### src/rtl/fifo_frame_writer.sv
// ---------------------------------------------------------------------------
// fifo_frame_writer
//
// Write-side framer for an async FIFO. Takes an upstream valid/ready word
// stream and writes each frame into the FIFO as:
//     header  {1,0,seq}          rolling sequence number (DSIZE-2 bits)
//     payload {0,s_data}         one FIFO word per upstream word
//     trailer {1,1,chk}          XOR of folded payload words (optional)
// This block is the only agent that drives the FIFO write port.
//
// Optional feature macro: FIFO_FRAME_TRAILER_EN
//     defined   : frames end with a checksum trailer (TRL state, chk register)
//     undefined : frames are header + payload only; frm_cnt counts on the
//                 commit of the s_last payload word
//
// Parameters
//     DSIZE    FIFO word width (>= 4). Payload is DSIZE-1 bits.
//     CNTW     width of the completed-frame counter
//
// Ports
//     wclk      in   write-domain clock, rising edge
//     dirclr_n  in   asynchronous active-low reset
//     s_valid   in   upstream word valid (held until accepted)
//     s_ready   out  upstream word accepted when s_valid && s_ready at an edge
//     s_data    in   payload word [DSIZE-2:0]
//     s_last    in   final payload word of the frame
//     wfull     in   FIFO full, sampled at wclk
//     winc      out  FIFO write request
//     wdata     out  FIFO write word [DSIZE-1:0]
//     busy      out  high whenever the framer is not idle
//     frm_cnt   out  completed-frame count [CNTW-1:0], wraps
// ---------------------------------------------------------------------------
module fifo_frame_writer #(
    parameter int DSIZE = 8,
    parameter int CNTW  = 16
) (
    input  logic             wclk,
    input  logic             dirclr_n,
    input  logic             s_valid,
    output logic             s_ready,
    input  logic [DSIZE-2:0] s_data,
    input  logic             s_last,
    input  logic             wfull,
    output logic             winc,
    output logic [DSIZE-1:0] wdata,
    output logic             busy,
    output logic [CNTW-1:0]  frm_cnt
);

    // Width of the sequence and checksum fields.
    localparam int FW = DSIZE - 2;

    typedef enum logic [1:0] {
        ST_IDLE = 2'd0,
        ST_PAY  = 2'd1
`ifdef FIFO_FRAME_TRAILER_EN
        ,
        ST_TRL  = 2'd2
`endif
    } state_t;

    state_t            state_reg;
    state_t            state_next;
    logic [FW-1:0]     seq_reg;
    logic [FW-1:0]     seq_next;
    logic [CNTW-1:0]   frm_cnt_reg;
    logic [CNTW-1:0]   frm_cnt_next;

    // Raw (pre-reset-gating) values of the combinational outputs.
    logic              winc_int;
    logic [DSIZE-1:0]  wdata_int;
    logic              s_ready_int;

    // Upstream word present and FIFO able to take it. In IDLE and PAY the
    // FIFO write request is s_valid, so this is exactly the commit condition
    // for those states.
    logic              take;
    assign take = s_valid && !wfull;

`ifdef FIFO_FRAME_TRAILER_EN
    logic [FW-1:0]     chk_reg;
    logic [FW-1:0]     chk_next;
    logic [FW-1:0]     fold_val;

    // fold(d): the low FW bits of the payload with the top payload bit
    // XORed into bit 0, so every payload bit contributes to the checksum.
    genvar gi;
    generate
        for (gi = 0; gi < FW; gi++) begin : g_fold
            if (gi == 0) begin : g_lsb
                assign fold_val[gi] = s_data[gi] ^ s_data[DSIZE-2];
            end else begin : g_mid
                assign fold_val[gi] = s_data[gi];
            end
        end
    endgenerate
`endif

    // -----------------------------------------------------------------------
    // State register. Every piece of state advances only on a FIFO commit,
    // which is folded into the next-state logic below.
    // -----------------------------------------------------------------------
    always_ff @(posedge wclk or negedge dirclr_n) begin
        if (!dirclr_n) begin
            state_reg   <= ST_IDLE;
            seq_reg     <= '0;
            frm_cnt_reg <= '0;
`ifdef FIFO_FRAME_TRAILER_EN
            chk_reg     <= '0;
`endif
        end else begin
            state_reg   <= state_next;
            seq_reg     <= seq_next;
            frm_cnt_reg <= frm_cnt_next;
`ifdef FIFO_FRAME_TRAILER_EN
            chk_reg     <= chk_next;
`endif
        end
    end

    // -----------------------------------------------------------------------
    // Next-state and output decode.
    // -----------------------------------------------------------------------
    always_comb begin
        state_next   = state_reg;
        seq_next     = seq_reg;
        frm_cnt_next = frm_cnt_reg;
`ifdef FIFO_FRAME_TRAILER_EN
        chk_next     = chk_reg;
`endif
        winc_int     = 1'b0;
        wdata_int    = '0;
        s_ready_int  = 1'b0;

        case (state_reg)
            ST_IDLE: begin
                // The header is offered as soon as the first payload word
                // shows up; the payload itself is not consumed here.
                winc_int  = s_valid;
                wdata_int = {2'b10, seq_reg};
                if (take) begin
                    state_next = ST_PAY;
                    seq_next   = seq_reg + 1'b1;
`ifdef FIFO_FRAME_TRAILER_EN
                    chk_next   = '0;
`endif
                end
            end

            ST_PAY: begin
                winc_int    = s_valid;
                wdata_int   = {1'b0, s_data};
                s_ready_int = !wfull;
                if (take) begin
`ifdef FIFO_FRAME_TRAILER_EN
                    chk_next = chk_reg ^ fold_val;
                    if (s_last) begin
                        state_next = ST_TRL;
                    end
`else
                    if (s_last) begin
                        state_next   = ST_IDLE;
                        frm_cnt_next = frm_cnt_reg + 1'b1;
                    end
`endif
                end
            end

`ifdef FIFO_FRAME_TRAILER_EN
            ST_TRL: begin
                // chk already includes the last payload word (folded in on
                // its commit), so the trailer is formed from chk_reg alone.
                winc_int  = 1'b1;
                wdata_int = {2'b11, chk_reg};
                if (!wfull) begin
                    state_next   = ST_IDLE;
                    frm_cnt_next = frm_cnt_reg + 1'b1;
                end
            end
`endif

            default: begin
                state_next = ST_IDLE;
            end
        endcase
    end

    // -----------------------------------------------------------------------
    // Outputs. While reset is held the FIFO port is forced quiet, even if
    // upstream keeps s_valid high, so no stray word can be committed.
    // -----------------------------------------------------------------------
    assign winc    = dirclr_n & winc_int;
    assign wdata   = dirclr_n ? wdata_int : '0;
    assign s_ready = dirclr_n & s_ready_int;
    assign busy    = dirclr_n && (state_reg != ST_IDLE);
    assign frm_cnt = frm_cnt_reg;

endmodule
### config.mk
export PLATFORM = sky130hd
export DESIGN_NAME = fifo_frame_writer
export DESIGN_NICKNAME = d
export VERILOG_FILES = /design/src/rtl/fifo_frame_writer.sv
export SDC_FILE = /design/constraint.sdc
export NUM_CORES = 1
export LEC_CHECK = 0
export BUFFER_PORTS_ARGS = -buffer_cell sky130_fd_sc_hd__buf_2
export CAP_MARGIN = 20
export CORE_MARGIN = 3
export CORE_UTILIZATION = 53
export DETAILED_ROUTE_END_ITERATION = 8
export PLACE_DENSITY = 0.88
export SYNTH_ARGS = -nofsm -noshare
export SYNTH_HDL_FRONTEND = slang
export SYNTH_SLANG_ARGS = --single-unit
### constraint.sdc
create_clock -name wclk -period 2.4 [get_ports wclk]
set_input_delay 0 -clock wclk [delete_from_list [all_inputs] [get_ports wclk]]
set_output_delay 0 -clock wclk [all_outputs]
set_load 0.02 [all_outputs]
After elaboration in Yosys (flattened, before gate mapping)
Cells that the tools add are included.
{ "classes": {"n_addsub": 2, "n_mul": 0, "div": 0, "order_cmp": 0, "eq_ne": 4, "n_shift": 0, "mux": 8, "bitwise": 2, "n_reduce_logical": 9} }
{ "ops": {"columns": ["op", "count"], "rows": [
  ["$add 16x1->16 const B", 1],
  ["$pmux 8 s2", 1],
  ["$mux 8", 1],
  ["$add 6x1->6 const B", 1],
  ["$mux 2", 3],
  ["$ne 2x2->1 const B", 3],
  ["$reduce_and 3->1", 2],
  ["$pmux 2 s2", 1],
  ["$and 1x1->1", 2],
  ["$eq 2x1->1 const B", 1],
  ["$logic_and 1x1->1", 2],
  ["$logic_not 2->1", 1],
  ["$mux 1", 2],
  ["$reduce_and 2->1", 1],
  ["$reduce_bool 2->1", 1],
  ["$reduce_or 2->1", 1],
  ["$logic_not 1->1", 1]
]} }
{ "word_totals": {"register_bits": 24, "latch_bits": 0, "ramBits": 0, "romBits": 0, "in_bits": 12, "wordCells": 28, "n_memories": 0} }

Depth between registers and ports, before layout
Gate-level depths: netlist (run 1).
{ "depth": {"depth_word": 4, "mapped_depth": 6, "ltp_nobuf": 4} }

Worst setup path after synthesis (run 1)
No wires, ideal clock.
{ "synth_timing": {"path_kind": "flip-flop to flip-flop", "start": "register frm_cnt_reg[4], in the netlist frm_cnt[4]", "end": "register frm_cnt_reg[15], in the netlist frm_cnt[15]", "arrival_time_ps": 1308, "t_required_ps": 2272, "slack_ps": 964, "path_stages_with_launch": 5, "n_path_buf": 0, "path_cell_list": "dfrtp_1 > nand4_2 > nor4_1 > nand3_1 > xnor2_1"} }
{ "synth_via": {"elab_chain_cells": 1} }
{ "synth_rtl": {"columns": ["item", "line_no", "rtl"], "rows": [
  ["start: declaration", "66", "logic [CNTW-1:0] frm_cnt_reg;"],
  ["start signal: assignment", "114", "frm_cnt_reg <= frm_cnt_next;"],
  ["$add 16x1->16", "163", "frm_cnt_next = frm_cnt_reg + 1'b1;"]
]} }
Every way passes these cells.
A chain may end at the register's enable or synchronous reset.

Worst setup path after layout (run 1)
{ "layout_timing": {"start": "register state_reg[0]", "end": "register frm_cnt_reg[9], in the netlist frm_cnt[9]"} }
{ "layout_via": {"elab_chain_cells": 2} }
{ "layout_rtl": {"columns": ["item", "line_no", "rtl"], "rows": [
  ["start: declaration", "62", "state_t state_reg;"],
  ["start signal: assignment", "112", "state_reg <= state_next;"],
  ["$eq 2x1->1", "135", "case (state_reg)"],
  ["$reduce_and 3->1 (no source line)", null, null]
]} }
Every way passes these cells.

==> flow_metrics.tcl, run 1 <==
set metrics [dict create \
    p_int_uw 637 \
    post-route-period-util_pct 76.4 \
    stdcell_area_mm2 0.00142 \
    min_path_cells 3 \
    port_buffers 38 \
    fillers 154 \
    max_slew_margin_pct 60.6 \
    postCtsHoldBufs 2 \
    cts_sinks 23 \
    n_antenna_cell 0 \
    ys.flop_type "dfrtp_1" \
    yosys_warnings 0 \
    timing.critical_path.from "state_reg[0]$_DFFE_PN0P_" \
    arrival_ns 2.04 \
    synth_enable_flop_cells 0 \
    wire_per_inst_um 13.6 \
    critical_path_buf_inv_count 0 \
    cts_tree "done" \
    grt_pass1_vias 878 \
    h-tree-depth 1 \
    worst-path-max-fanout 12 \
    grt_max_degree 34 \
    slew_violations 0 \
    place.detailed.hpwl_um 1730 \
    power_leakage_uw 0.000757 \
    wirelength_um 2330 \
    drv_cap 0 \
    cpMaxStageDelayCell "dfrtp_1" \
    vias 876 \
    antenna_found_initial 0 \
    dieWidth_um 52.8 \
    cp_cell_sequence "and4b_1, and3_1, nand4_1, xnor2_1" \
    syn_nets 117 \
    viasPerCell 5.12 \
    post-cts-setup-buffer-count 0 \
    start_util_pct 57.4 \
    gp_congestion 0.744 \
    final-setup-viol-count 0 \
    tns_ns 0 \
    io_pins 39 \
    synth_cell_types 25 \
    grt_pass1_wl_um 3850 \
    layout-drive-gt1-share_pct 34.0 \
    regToRegSetupSlack_ns 0.57 \
    row_count 16 \
    crit_family "simple AND/OR/NAND/NOR gates" \
    cp.required_ns 2.61 \
    crit_path_end_kind "register" \
    tightest_slew_ns 0.591 \
    cts-root-buf "clkbuf_4" \
    cts-resized-gates 0 \
    r2r_end "frm_cnt[9]$_DFFE_PN0P_" \
    powerDensity_mw_per_mm2 706 \
    syn_inst 103 \
    hold_path_class "in2reg" \
    clkPwrFrac_pct 18.1 \
    nNetsFinal 159 \
    max-vdd-ir-drop_mv 0.708 \
    ys_seq_elements 23 \
    synthToLayoutAreaGrowth_pct 21.9 \
    drtIter0Drc 17 \
    worst_hold_path.endpoint "seq_reg[0]$_DFFE_PN0P_" \
    reg2reg_depth 4 \
    placed_area_mm2 0.00137 \
    async_flop_share_pct 100 \
    min_period_ns 1.83 \
    syn_area_per_cell_um2 11.3 \
    coreArea_mm2 0.00202 \
    rsz0062_at_grt "false" \
    grt_util_all_layers_pct 19.1 \
    switching_power_uw 362 \
    cp-start-kind "register" \
    crit_type "reg2reg" \
    status "completed" \
    first_pass_iters 4 \
    p_sw_share_pct 36.3 \
    power_uw 999 \
    max_stage_delay_ns 0.66 \
    r2r-start "state_reg[0]$_DFFE_PN0P_" \
    die-area_mm2 0.00279 \
    cts_max_path_buffers 2 \
    hold_start "wfull" \
    grt_overflow 0 \
    combPwrFrac_pct 27.0 \
    ant_nets 0 \
    clkLatencyLatePin_ns 0.31 \
    seqPwrFrac_pct 54.8 \
    die_h_um 52.8 \
    path_clk_slew_ns 0.13 \
    hold_violations 0 \
    ys_seq_area_share_pct 49.6 \
    cts_buffers 3 \
    syn_area_mm2 0.00116 \
    drc 0 \
    fmax_mhz 545 \
    fin_skew_ns 0.000808 \
    largest_register_ffs 16 \
]
power by group through the flow:
stage / sequential (uW) / clock, uW / combinational [uW]
6_report: 548 / 181 / 270
3_3_place_gp: 546 / 0 / 259
5_1_grt: 557 / 201 / 299
3_5_place_dp: 554 / 0 / 271
2_1_floorplan: 565 / 0 / 151
4_1_cts: 546 / 186 / 276
cell type report:
| type | instances | area, um^2 | area share [%] |
|---|---|---|---|
| well taps | 27 | 33.8 | 2.39 |
| clock inverters | 1 | 5.00 | 0.354 |
| clock buffers | 3 | 22.5 | 1.59 |
| repair buffers | 40 | 210 | 14.9 |
| multi-input cells | 74 | 557 | 39.3 |
| inverters | 3 | 11.3 | 0.796 |
| flip-flops and latches | 23 | 576 | 40.7 |
through the flow:
| stage | utilization [%] | worst slack [ns] | std cells | hold WS [ns] |
|---|---|---|---|---|
| detailed placement | 67.6 | 0.585 | 165 | 0.0423 |
| finish | 70.0 | 0.566 | 171 | 0.0430 |
| CTS | 70.0 | 0.564 | 171 | 0.0323 |
| global route | 70.0 | 0.417 | 171 | 0.0586 |
| floorplan | - | 0.964 | 103 | -0.296 |
| global placement | 67.6 | 0.654 | 165 | 0.0329 |
synth_stat cells (3+ instances only):
master	count	area, um^2
dfrtp_1	23	576
nor2_1	4	15.0
xor2_1	6	52.6
nand4_1	5	31.3
inv_1	3	11.3
nand3_1	3	15.0
nor2b_1	7	43.8
and3_1	4	25.0
and2_1	3	18.8
xnor2_1	14	123
mux2i_1	6	60.1
nand2_1	7	26.3
kinds of logic after synthesis:
family / share of synthesized area (%)
flip-flops: 49.6
multiplexers: 7.11
adder cells (fa/ha/maj): 2.15
AO/OA/AOI/OAI: 0.431
buffers and inverters: 2.48
XOR/XNOR: 15.1
AND/OR/NAND/NOR: 23.2
worst max-delay path by stage:
stage	end	slack, ns	cells past startpoint
final	frm_cnt[9]$_DFFE_PN0P_	0.57	4
after global routing	frm_cnt[14]$_DFFE_PN0P_	0.42	4
after detailed placement	frm_cnt[9]$_DFFE_PN0P_	0.59	4
after global placement	frm_cnt[9]$_DFFE_PN0P_	0.65	4
after CTS	frm_cnt[9]$_DFFE_PN0P_	0.56	4
after floorplan	frm_cnt[15]$_DFFE_PN0P_	0.96	4
per-layer routing:
metal  wire length [um]  track usage, %
met2               1170            33.3
met5                  0               0
met4                 27            8.09
met3                110            3.42
met1               1020            22.9
worst min-delay path, cell delays in order:
cell and delay, ns:
buf_2 0.11, nor3b_2 0.07, xor2_1 0.14
layout by cell type, fill, tap and decap left out, types with 2 or more instances in the layout:
| master | count |
|---|---|
| mux2i_1 | 6 |
| and3_1 | 4 |
| nor2b_1 | 7 |
| nand4_1 | 5 |
| clkbuf_4 | 3 |
| nand4_2 | 2 |
| and2_1 | 3 |
| dlygate4sd3_1 | 2 |
| xnor2_1 | 14 |
| inv_1 | 3 |
| nand2_1 | 7 |
| xor2_1 | 6 |
| ha_1 | 2 |
| buf_2 | 38 |
| nor2_1 | 4 |
| nand3_1 | 3 |
| nor3_2 | 2 |
| dfrtp_1 | 23 |
| mux2_2 | 2 |
Note: power is estimated with default switching activity, not from simulation.
==> inputs of run 2 (changes only) <==
Settings changed: CORE_UTILIZATION 53 to 49, PLACE_DENSITY 0.88 to 0.83.
Clock period 2.4 ns to 1.9 ns, I/O delays scaled along.
==> flow_metrics.tcl, run 2 (synthesis gave the netlist of run 1 again) <==
set metrics [dict create \
    io_pins 39 \
    powerDensity_mw_per_mm2 873 \
    hold_path_class "in2reg" \
    die-area_mm2 0.00299 \
    wirelength_um 2230 \
    layout_common_cells "buf_2, dfrtp_1, xnor2_1" \
    clkLatencyLatePin_ns 0.29 \
    n_antenna_cell 0 \
    rsz0062_at_grt "false" \
    whs_ns 0.0459 \
    arrival_ns 1.70 \
    tightest_slew_ns 0.387 \
    fmax_mhz 660 \
    port_buffers 38 \
    drtIter0Drc 2 \
    place.detailed.hpwl_um 1770 \
    drv_cap 0 \
    fillers 194 \
    cts-root-buf "clkbuf_4" \
    slew_violations 0 \
    cp-start-kind "register" \
    synthToLayoutAreaGrowth_pct 23.2 \
    max_slew_margin_pct 73.9 \
    row_count 17 \
    cp.required_ns 2.09 \
    viasPerCell 5.14 \
    cts-resized-gates 0 \
    placed_cells 168 \
    tns_ns 0 \
    power_leakage_uw 0.000764 \
    path_clk_slew_ns 0.12 \
    drc 0 \
    vias 894 \
    grt_max_degree 19 \
    h-tree-depth 1 \
    crit_path_end_kind "register" \
    layout-drive-gt1-share_pct 34.2 \
    hold_violations 0 \
    grt_pass1_vias 830 \
    ant_nets 0 \
    post-route-period-util_pct 79.7 \
    largest_register_ffs 16 \
    die_h_um 54.7 \
    status "completed" \
    final-setup-viol-count 0 \
    nNetsFinal 161 \
    wire_per_inst_um 12.8 \
    stdcell_area_mm2 0.00143 \
    final_cells 174 \
    cts_buffers 3 \
    post-place-ws_ns 0.408 \
    cts_sinks 23 \
    max-vdd-ir-drop_mv 0.669 \
    grt_pass1_wl_um 3750 \
    fin_skew_ns 0.00267 \
    placed_area_mm2 0.00138 \
    grt_overflow 0 \
    gp_congestion 0.774 \
    first_pass_iters 4 \
    grt_util_all_layers_pct 17.2 \
    start_util_pct 52.0 \
    crit_type "reg2reg" \
    worst-path-max-fanout 8 \
    antenna_found_initial 0 \
    setup_ws_ns 0.385 \
    dieWidth_um 54.7 \
    min_period_ns 1.52 \
    cts_tree "done" \
    coreArea_mm2 0.00223 \
    layout_commonest_cell "buf_2" \
    cts_max_path_buffers 2 \
]
[run 2: changes by cell type in the layout (fill, tap and decap cells not counted), sizes merged]
cell,before,now
clkinv,1,0
buf,38,40
clkbuf,3,4
[run 2: report_power, final]
part,switching (uW),total (uW),internal (uW)
logic,195,356,160
registers,110,680,571
clock network,131,213,81.5
total,436,1250,813
[run 2: layer usage]
metal  GRT usage (%)  wire [um]
met5               0          0
met4            3.73         13
met3            1.63         79
met2            30.1       1160
met1            22.8        974
[run 2: through the flow]
stage	total power [uW]	util [%]
floorplan	905	-
CTS	1260	64.0
detailed placement	1050	62.0
global placement	1020	62.0
global route	1330	64.0
finish	1250	64.0
[run 2: cell type report]
cell class              instances  area [um^2]  area share, %
flip-flops and latches         23          576           40.2
repair buffers                 42          225           15.7
well taps                      28         35.0           2.45
multi-input cells              74          557           38.9
inverters                       3         11.3          0.787
clock buffers                   4         26.3           1.84
[run 2: repair_timing]
item                                   4_1_cts  5_1_grt
hold buffers                                 2        0
endpoints found under the hold margin       24        0
setup buffers                                0        0
[run 2: final timing paths]
| kind | startpoint | endpoint | slack (ns) | cells past startpoint |
|---|---|---|---|---|
| max in group asynchronous | dirclr_n | frm_cnt[4]$_DFFE_PN0P_ | 1.30 | 3 |
| worst min-delay path | wfull | seq_reg[0]$_DFFE_PN0P_ | 0.05 | 3 |
| worst max register to register | state_reg[0]$_DFFE_PN0P_ | frm_cnt[9]$_DFFE_PN0P_ | 0.38 | 4 |
| worst max-delay path | state_reg[0]$_DFFE_PN0P_ | frm_cnt[9]$_DFFE_PN0P_ | 0.38 | 4 |
| worst min register to register | frm_cnt[15]$_DFFE_PN0P_ | frm_cnt[15]$_DFFE_PN0P_ | 0.48 | 1 |
| min in group asynchronous | dirclr_n | seq_reg[5]$_DFFE_PN0P_ | 0.11 | 2 |
[run 2: critical path, stage by stage, from the launching register on]
cell     delay (ns)
dfrtp_1        0.40
and4b_1        0.40
and3_1         0.34
nand4_1        0.14
xnor2_1        0.14
